### config.mk
export PLATFORM = sky130hd
export DESIGN_NAME = branch_predict_unit
export DESIGN_NICKNAME = d
export VERILOG_FILES = /design/src/rtl/branch_predict_unit.sv
export SDC_FILE = /design/constraint.sdc
export NUM_CORES = 1
export LEC_CHECK = 0
export BUFFER_PORTS_ARGS = -buffer_cell sky130_fd_sc_hd__buf_2
export CORE_ASPECT_RATIO = 1.5
export CORE_MARGIN = 4
export CORE_UTILIZATION = 59
export DETAILED_ROUTE_END_ITERATION = 7
export PLACE_DENSITY_LB_ADDON = 0.3
export SLEW_MARGIN = 20
export SYNTH_ARGS = -nofsm -noshare
export SYNTH_HDL_FRONTEND = slang
export SYNTH_SLANG_ARGS = --single-unit
### constraint.sdc
create_clock -name clk -period 20.9 [get_ports clk]
set_input_delay 3.135 -clock clk [delete_from_list [all_inputs] [get_ports clk]]
set_output_delay 3.135 -clock clk [all_outputs]
set_load 0.005 [all_outputs]
### src/rtl/branch_predict_unit.sv
// Branch resolution and 2-bit BHT direction prediction with mispredict redirect
// and saturating branch/mispredict statistics.
module branch_predict_unit #(
    parameter int unsigned XLEN      = 32,
    parameter int unsigned BHT_IDX_W = 6,
    parameter logic [1:0]  CTR_INIT  = 2'b01,
    parameter int unsigned STAT_W    = 32
) (
    input  logic              clk,
    input  logic              rst,
    input  logic              flush,
    input  logic              pred_req,
    input  logic [XLEN-1:0]   pred_pc,
    output logic              pred_valid,
    output logic              pred_taken,
    input  logic              res_valid,
    input  logic [XLEN-1:0]   res_pc,
    input  logic [2:0]        funct3,
    input  logic [XLEN-1:0]   br_data_a,
    input  logic [XLEN-1:0]   br_data_b,
    input  logic [XLEN-1:0]   res_target,
    input  logic              res_pred_taken,
    output logic              res_done,
    output logic              res_taken,
    output logic              res_mispredict,
    output logic              res_illegal,
    output logic [XLEN-1:0]   redirect_pc,
    output logic [STAT_W-1:0] stat_branches,
    output logic [STAT_W-1:0] stat_mispredicts
);

    localparam int unsigned BHT_N = 1 << BHT_IDX_W;

    localparam logic [2:0] F3_BEQ  = 3'b000;
    localparam logic [2:0] F3_BNE  = 3'b001;
    localparam logic [2:0] F3_BLT  = 3'b100;
    localparam logic [2:0] F3_BGE  = 3'b101;
    localparam logic [2:0] F3_BLTU = 3'b110;
    localparam logic [2:0] F3_BGEU = 3'b111;

    logic [1:0]           bht [BHT_N];
    logic [BHT_IDX_W-1:0] pred_idx;
    logic [BHT_IDX_W-1:0] res_idx;
    logic                 cmp_taken;
    logic                 cmp_legal;
    logic                 res_fire;
    logic                 bht_we;
    logic                 mispredict;
    logic [1:0]           ctr_cur;
    logic [1:0]           ctr_next;
    logic [1:0]           pred_ctr;
    logic [XLEN-1:0]      redirect_next;
    logic                 unused_pred_pc_bits;

    assign pred_idx = pred_pc[BHT_IDX_W+1:2];
    assign res_idx  = res_pc[BHT_IDX_W+1:2];

    // Only the index field of the prediction PC addresses the table.
    assign unused_pred_pc_bits = ^{pred_pc[XLEN-1:BHT_IDX_W+2], pred_pc[1:0]};

    // Branch condition evaluation at full XLEN width.
    always_comb begin
        cmp_taken = 1'b0;
        cmp_legal = 1'b1;
        case (funct3)
            F3_BEQ:  cmp_taken = (br_data_a == br_data_b);
            F3_BNE:  cmp_taken = (br_data_a != br_data_b);
            F3_BLT:  cmp_taken = ($signed(br_data_a) <  $signed(br_data_b));
            F3_BGE:  cmp_taken = ($signed(br_data_a) >= $signed(br_data_b));
            F3_BLTU: cmp_taken = (br_data_a <  br_data_b);
            F3_BGEU: cmp_taken = (br_data_a >= br_data_b);
            default: begin
                cmp_taken = 1'b0;
                cmp_legal = 1'b0;
            end
        endcase
    end

    assign res_fire      = res_valid & ~flush;
    assign bht_we        = res_fire & cmp_legal;
    assign mispredict    = cmp_taken ^ res_pred_taken;
    assign redirect_next = cmp_taken ? res_target : res_pc + XLEN'(4);
    assign ctr_cur       = bht[res_idx];

    // Saturating 2-bit counter step toward the resolved direction.
    always_comb begin
        ctr_next = ctr_cur;
        if (cmp_taken) begin
            if (ctr_cur != 2'b11) begin
                ctr_next = ctr_cur + 2'd1;
            end
        end else begin
            if (ctr_cur != 2'b00) begin
                ctr_next = ctr_cur - 2'd1;
            end
        end
    end

    // Write-first: a same-cycle update to the predicted entry is visible to fetch.
    assign pred_ctr = (bht_we && (res_idx == pred_idx)) ? ctr_next : bht[pred_idx];

    always_ff @(posedge clk or posedge rst) begin
        if (rst) begin
            for (int unsigned i = 0; i < BHT_N; i++) begin
                bht[i] <= CTR_INIT;
            end
        end else if (bht_we) begin
            bht[res_idx] <= ctr_next;
        end
    end

    always_ff @(posedge clk or posedge rst) begin
        if (rst) begin
            pred_valid     <= 1'b0;
            pred_taken     <= 1'b0;
            res_done       <= 1'b0;
            res_taken      <= 1'b0;
            res_mispredict <= 1'b0;
            res_illegal    <= 1'b0;
            redirect_pc    <= '0;
        end else begin
            pred_valid     <= pred_req & ~flush;
            pred_taken     <= pred_req & ~flush & pred_ctr[1];
            res_done       <= res_fire;
            res_taken      <= res_fire & cmp_taken;
            res_mispredict <= res_fire & mispredict;
            res_illegal    <= res_fire & ~cmp_legal;
            redirect_pc    <= redirect_next;
        end
    end

    // Statistics stick at all-ones rather than wrapping.
    always_ff @(posedge clk or posedge rst) begin
        if (rst) begin
            stat_branches    <= '0;
            stat_mispredicts <= '0;
        end else begin
            if (bht_we && (stat_branches != '1)) begin
                stat_branches <= stat_branches + STAT_W'(1);
            end
            if (res_fire && mispredict && (stat_mispredicts != '1)) begin
                stat_mispredicts <= stat_mispredicts + STAT_W'(1);
            end
        end
    end

endmodule
# Word-level counts from Yosys, hierarchy flattened
# Cells that the tools add are included.
# word_totals
register_bits	230
input_bits	169
wordCells	132
# op_classes
add_sub_neg	5
order_cmp	7
eq_ne	11
mux	16
bitwise	12
reduce_logical	8
# ops
operator	count
bitwise mux 128 bit	1
adder 32 x 1 -> 32 bit (second input constant)	2
>= comparator 32 bit	2
< comparator 32 bit	2
!= test 32 bit (second input constant)	2
adder 32 x 3 -> 32 bit (second input constant)	1
equality test 32 bit	1
two-way mux 32 bit	1
!= test 32 bit	1
binary-select mux 2 bit (select 6 bit)	2
two-way mux 2 bit	9
>= comparator 7 bit (second input constant)	2
inverter 6 -> 7 bit	2
demux 2 bit (select 6 bit)	1
equality test 3 bit (second input constant)	4
AND 1 bit	7
< comparator 7 x 1 -> 1 bit (second input constant)	1
equality test 6 bit	1
case mux 1 bit (6 select lines)	1
OR reduction 6 bit	1
logical AND 1 bit	5
equality test 3 x 1 -> 1 bit (second input constant)	1
logical NOT 3 bit	1
adder 2 x 1 -> 2 bit (second input constant)	1
other kinds (6)	7

# Longest topological paths before layout
# Gate-level depths: netlist of the first run.
# depth
ltp_word	9
mapped_depth	13
depth_no_buf	11

# Worst setup path after synthesis of the first run
# Ideal clock, no wire load.
# synth_timing
path_kind	input port to flip-flop
startpoint	in br_data_b[31]
endpoint	reg bht[49] in the netlist's numbering
arrival_time_ns	5.939
path_slack_ns	14.814
stages	12
n_path_buf	1
cell_sequence	inv_1 > ha_1 > nand4_1 > or4_4 > or3_1 > o211ai_2 > mux2_2 > nand2_1 > a21oi_2 > nor2_1 > clkbuf_1 > a21oi_1
# synth_via
elab_chain_cells	4
# synth_rtl
element	line_no	rtl
from (decl)	20	input logic [XLEN-1:0] br_data_b,
>= comparator 32 bit (tied with other cells)	71	F3_BGEU: cmp_taken = (br_data_a >= br_data_b);
case mux 1 bit (6 select lines) (*)	65	case (funct3)
two-way mux 2 bit (*)	88	if (cmp_taken) begin
bitwise mux 128 bit (*)	108	bht[res_idx] <= ctr_next;
to (signal, indexed assignment)	108	
to (decl)	41	logic [1:0] bht [BHT_N];
# Mark *: on every way between the ends. The rest lies on a longest branch, timed or not.
# A chain may end at the register's enable or synchronous reset.

# Final worst setup path of the first run
# layout_timing
startpoint	in res_pc[2]
endpoint	reg pred_taken
# layout_via
elab_chain_cells	9
# layout_rtl
element	line_no	rtl
from (decl)	17	input logic [XLEN-1:0] res_pc,
inverter 6 -> 7 bit (not written as such)	83	assign ctr_cur = bht[res_idx];
binary-select mux 2 bit (select 6 bit)	83	
two-way mux 2 bit (not written as such) (2 in a row)	83	
subtractor 2 x 1 -> 2 bit (tied with other cells)	94	ctr_next = ctr_cur - 2'd1;
two-way mux 2 bit, on equally long branches	93, 89	
two-way mux 2 bit	88	
two-way mux 2 bit (*)	100	assign pred_ctr = (bht_we && (res_idx == pred_idx)) ? ctr_next : bht[pred_idx];
AND 1 bit (*)	123	pred_taken <= pred_req & ~flush & pred_ctr[1];
to (signal assigned)	123	
to (decl)	15	output logic pred_taken,
# Mark *: on every way between the ends. The rest lies on a longest branch, timed or not. The select of a mux whose other input is x is not followed.

==> results of run 1 <==
-- report_power, final --
part	total [uW]	switching (uW)	internal [uW]
sequential	510	24.9	485
clock	408	171	238
combinational	165	97.0	68.1
-- cell families (layout without fill, tap and decap cells) --
family / count (synthesis) / after routing / share of synthesized area (%)
buffers and inverters: 102 / 343 / 3.24
DFF: 230 / 230 / 47.5
adders and majority gates: 36 / 36 / 3.66
AOI/OAI and AO/OA: 246 / 246 / 11.2
and+or+nand+nor: 494 / 494 / 18.4
xor gates and xnor gates: 97 / 97 / 6.91
muxes: 66 / 66 / 9.04
-- metrics by stage --
stage               instance area [um^2]  power, uW  hold slack [ns]
floorplan                          12300        608            0.442
global placement                   13700        675            0.449
detailed placement                 13700        680            0.455
CTS                                14400       1090            0.463
global route                       14500       1130            0.484
finish                             14500       1080            0.462
-- worst max-delay path, stage by stage --
cell	delay, ns
buf_2	0.08
buf_4	0.51
nor2b_1	0.55
nor2b_1	0.90
a22oi_1	0.15
a31oi_1	0.24
a221oi_1	0.15
nor2_1	0.34
nor2_4	0.21
buf_4	0.31
a2111oi_0	0.40
-- cell usage after synthesis, drive strengths merged (18+ instances only) --
cell type	instances	area share, %
buf	18	0.67
dfstp	64	14
a21oi	32	1.3
nor2	63	2.0
nor3	21	1.1
dfrtp	166	34
and3	22	1.1
xor2	49	3.5
o21ai	168	6.8
nand3	32	1.3
mux4	34	6.2
nand4	39	2.0
inv	48	1.5
clkbuf	36	1.1
nand2	269	8.2
xnor2	48	3.4
ha	35	3.6
mux2	20	1.8
-- cells in the final DEF (no fill, tap or decap), types with 3 or more instances in the layout --
master     synthesis  final
nand3_1           32     32
buf_2             12    244
a211oi_1           4      4
nor3_2             7      9
inv_1             48     47
o31ai_1            3      3
nand2_1          269    269
and3_1            22     22
nor2b_1            9      9
nor4_1            10     10
clkbuf_8           0      3
nor3_1            14     12
nor2_1            62     61
nand2b_1           6      6
a22oi_1            7      7
mux4_2            34     34
a221oi_1          12     12
mux2_2            20     20
ha_1              35     35
and4_1             8      8
xnor2_1           48     48
o21ai_1           16     16
clkbuf_16          0     23
nand4_1           39     39
dfrtp_1          166    166
xor2_1            49     49
a31oi_1            4      4
clkbuf_1          36      7
clkinv_2           0      4
o21ai_0          152    152
and2_1             4      4
dfstp_2           64     64
or3_1              4      4
a21oi_1           31     31
mux2i_1           12     12
buf_4              0      9
-- layer usage --
metal | GRT usage, % | vias up | share of wire (%)
li1 | - | 4914 | -
met1 | 34.9 | 5137 | 36
met2 | 51.9 | 515 | 51
met3 | 6.12 | 111 | 8.6
met4 | 13.3 | 0 | 4.4
met5 | 0 | - | 0
-- state kept, by name (all words and copies together), names as in the netlist --
name / flops
pred_valid: 1
res_done: 1
res_illegal: 1
pred_taken: 1
res_mispredict: 1
stat_branches: 32
stat_mispredicts: 32
redirect_pc: 32
res_taken: 1
bht: 128
-- cell type report --
class	instances	area, um^2	share of cell area [%]
multi-input combinational	939	6070	41.9
clock inverter	7	87.6	0.604
timing repair buffer	255	1340	9.27
sequential	230	5840	40.2
inverter	48	188	1.29
tap	264	330	2.28
clock buffer	33	643	4.43
-- path summary, 6_finish.rpt --
check,from,to,cells past startpoint
max reg2reg,bht[17],pred_taken,9
max in group asynchronous,rst,bht[120],4
min reg2reg,bht[2],bht[2],2
max,res_pc[2],pred_taken,11
min,bht[2],bht[2],2
min in group asynchronous,rst,redirect_pc[7],2
==> results.py, run 1 <==
metrics = {
    "placement": {
        "gp_congestion": 0.914,
        "post-place-cells": 1734,
        "numPortBuffers": 244,
        "place_ws_ns": 13.82,
        "dp_hpwl_um": 24400,
    },
    "grt": {
        "grt_max_degree": 151,
        "track_usage_pct": 29.5,
        "antenna_found_initial": 0,
        "grt_pass1_wl_um": 55600,
        "grt_pass1_vias": 10706,
        "globalRouteOverflowTotal": 0,
    },
    "power_and_ir_drop": {
        "powerDensity_nw_per_um2": 74.7,
        "p_leak_uw": 0.00662,
        "irDropWorstVdd_v": 0.0000528,
    },
    "timing": {
        "slew_viol_final": 0,
        "skew_ns": 0.0146,
        "worst_pin_slew_ns": 1.08,
        "relSlewSlack_pct": 27.6,
        "tns_ns": 0,
        "hold_viol": 0,
        "fmaxAchievable_mhz": 150,
        "worst_slack_ns": 14.24,
        "period_needed_ns": 6.66,
        "post-route-period-util_pct": 31.9,
        "rsz0062_at_grt": "false",
        "setup_viol": 0,
    },
    "floorplanning": {
        "rows": 64,
        "io_pins": 271,
        "design.die.area_um2": 23200,
        "core_um2": 20400,
        "die_x_um": 126,
        "dieHeight_um": 185,
        "initial_utilization_pct": 60.2,
    },
    "finish": {
        "instances_no_fill": 1776,
        "drive_above_1_share_pct": 28.0,
        "layout.nets": 1700,
        "utilization_pct": 71.0,
        "fillers": 1527,
        "insertedDiodeCount": 0,
        "area_delta_synth_final_pct": 18.0,
    },
    "cts": {
        "cts.sinks": 230,
        "cts_resized": 0,
        "cts-root-buf": "clkbuf_16",
        "cts_tree": "done",
        "post-cts-setup-buffers": 0,
        "clk_latency_ns": 0.51,
        "clk_path_buf_depth": 3,
        "holdBufCountCts": 0,
        "h-tree-depth": 1,
        "clkTransAtPathRegs_ns": 0.07,
        "numCtsBuffers": 22,
    },
    "worst_setup_path": {
        "arrival_ns": 7.05,
        "end_kind": "flip-flop",
        "worstPathRequired_ns": 21.29,
        "reg2reg_slack_ns": 17.26,
        "crit_path_max_fanout": 47,
        "startpoint_type": "primary input",
        "worst-setup-path-type": "primary input to flip-flop",
    },
    "logic_synthesis": {
        "syn_inst": 1271,
        "yosysSeqAreaShare_pct": 47.5,
        "syn_area_per_cell_um2": 9.67,
        "async_reset_ff_share_pct": 100,
        "synth_seq_cells": 230,
        "synth-edff-count": 0,
        "ys_warn_count": 0,
        "syn-num-nets": 1475,
        "synth.distinct_cells": 55,
        "syn_area_um2": 12300,
        "ys.flop_type": "dfrtp_1",
    },
    "routing": {
        "drc": 0,
        "ant_nets": 0,
        "routed_wl_um": 34900,
        "vias": 10677,
        "first_pass_iters": 5,
        "drt_iter0_drc": 770,
        "avgViaCountPerCell": 6.01,
        "wl_per_cell_um": 19.7,
    },
    "run": {
        "drv_cap": 0,
    },
    "run_status": {
        "outcome": "finished, final reports clean",
    },
    "worst_hold_path": {
        "hp-class": "flip-flop to flip-flop",
    },
}
(Power assumes the default switching activity.)
==> inputs of run 2 (changes only) <==
--- a/config.mk
+++ b/config.mk
@@ -8,7 +8,7 @@
 export BUFFER_PORTS_ARGS = -buffer_cell sky130_fd_sc_hd__buf_2
 export CORE_ASPECT_RATIO = 1.5
 export CORE_MARGIN = 4
-export CORE_UTILIZATION = 59
+export CORE_UTILIZATION = 55
 export DETAILED_ROUTE_END_ITERATION = 7
 export PLACE_DENSITY_LB_ADDON = 0.3
 export SLEW_MARGIN = 20
==> constraint.sdc (replaced) <==
create_clock -name clk -period 6.79 [get_ports clk]
set_input_delay 1.0185 -clock clk [delete_from_list [all_inputs] [get_ports clk]]
set_output_delay 1.0185 -clock clk [all_outputs]
set_load 0.005 [all_outputs]
==> results.py, run 2 (synthesis results as in run 1) <==
metrics = {
    "power_and_ir_drop": {
        "powerDensity_nw_per_um2": 223,
        "p_leak_uw": 0.00656,
        "power.total_uw": 3220,
        "irDropWorstVdd_v": 0.000212,
    },
    "cts": {
        "cts.sinks": 230,
        "h-tree-depth": 1,
        "post-cts-setup-buffers": 0,
        "cts_tree": "done",
        "numCtsBuffers": 22,
        "clk_latency_ns": 0.52,
        "clk_path_buf_depth": 3,
        "cts_resized": 0,
        "cts-root-buf": "clkbuf_16",
        "holdBufCountCts": 0,
        "clkTransAtPathRegs_ns": 0.06,
    },
    "worst_setup_path": {
        "arrival_ns": 5.11,
        "startpoint_type": "primary input",
        "worst_r2r_startpoint": "bht[91]",
        "r2r_end": "bht[15]",
        "cpMaxStageDelayCell": "nor2_4",
        "worstPathRequired_ns": 7.17,
        "path_cells": "buf_2, buf_4, mux2_2, a221oi_1, nor2_1, a211oi_1, o22ai_1, a221oi_1, nor2_1, nor2_4, buf_4, o21ai_0",
        "crit_path_max_fanout": 36,
        "reg2reg_depth": 9,
        "worst-setup-path-type": "primary input to flip-flop",
        "critPathMaxStageDelay_ns": 0.62,
        "reg2reg_slack_ns": 3.13,
        "end_kind": "flip-flop",
    },
    "grt": {
        "track_usage_pct": 27.4,
        "grt_pass1_vias": 10518,
        "antenna_found_initial": 3,
        "globalRouteOverflowTotal": 0,
        "grt_pass1_wl_um": 54000,
        "grt_max_degree": 192,
    },
    "run_status": {
        "outcome": "finished, final reports clean",
    },
    "routing": {
        "vias": 10496,
        "drc": 0,
        "wl_per_cell_um": 19.3,
        "avgViaCountPerCell": 5.88,
        "first_pass_iters": 5,
        "routed_wl_um": 34400,
        "ant_nets": 0,
        "drt_iter0_drc": 844,
    },
    "placement": {
        "numPortBuffers": 244,
        "gp_congestion": 0.910,
        "dp_hpwl_um": 24600,
        "post-place-cells": 1742,
    },
    "timing": {
        "skew_ns": 0.0191,
        "relSlewSlack_pct": 26.7,
        "setup_viol": 0,
        "slew_viol_final": 0,
        "timing.hold.ws_ns": 0.464,
        "period_needed_ns": 4.73,
        "worst_pin_slew_ns": 1.09,
        "tns_ns": 0,
        "rsz0062_at_grt": "false",
        "hold_viol": 0,
        "fmaxAchievable_mhz": 211,
        "post-route-period-util_pct": 69.7,
    },
    "floorplanning": {
        "core_um2": 21900,
        "initial_utilization_pct": 56.2,
        "design.die.area_um2": 24800,
        "io_pins": 271,
        "rows": 66,
        "die_x_um": 130,
        "dieHeight_um": 191,
    },
    "finish": {
        "area_delta_synth_final_pct": 17.4,
        "top_register": "bht",
        "mostFrequentLayoutCell": "nand2_1",
        "instances_no_fill": 1784,
        "drive_above_1_share_pct": 27.6,
        "mostFrequentLayoutCells": "nand2_1 (269), buf_2 (244), dfrtp_1 (166)",
        "layout.nets": 1699,
        "largest_reg_flops": 128,
        "utilization_pct": 65.9,
    },
    "worst_hold_path": {
        "min_path_cells": 2,
        "min_to": "bht[10]",
        "hp-class": "flip-flop to flip-flop",
        "min-delay-start": "bht[10]",
    },
    "run": {
        "drv_cap": 0,
    },
}
run 2: worst max path at each step:
stage               endpoint  cells after the start  startpoint
floorplan           bht[101]                      1         rst
CTS                  bht[57]                     12   res_pc[4]
global placement     bht[15]                     11   res_pc[3]
finish               bht[15]                     12   res_pc[4]
global route         bht[63]                     11   res_pc[3]
detailed placement   bht[15]                     11   res_pc[3]
run 2: cell type report:
cell class                 instances  area [um^2]
multi-input combinational        939         6070
inverter                          48          184
timing repair buffer             254         1330
fill                            1764         7460
antenna                            3         7.51
clock inverter                     2         21.3
clock buffer                      36          633
sequential                       230         5840
tap                              272          340
run 2: per-layer routing:
layer	up-vias	routed length (um)	GRT usage (%)
met3	110	2950	5.65
met5	-	12	0
li1	4910	-	-
met2	449	17600	48.0
met4	2	1700	12.7
met1	5025	12100	31.7
run 2: through the flow:
step                worst slack (ns)  cell area, um^2
finish                          2.06            14400
global route                    1.81            14400
CTS                             2.19            14400
detailed placement              1.66            13700
global placement                1.80            13700
floorplan                       2.82            12300
run 2: where the power goes:
group          switching (uW)  total [uW]  internal, uW  leakage (uW)
combinational             291         500           209       0.00338
clock                     510        1150           636      0.000316
sequential               80.4        1570          1490       0.00287
run 2: worst max-delay path, delay by kind of cell:
family	cells	cell delay, ns
AO/OA/AOI/OAI	5	1.35
buffers and inverters	3	1.38
multiplexers	1	0.37
AND/OR/NAND/NOR	3	0.95
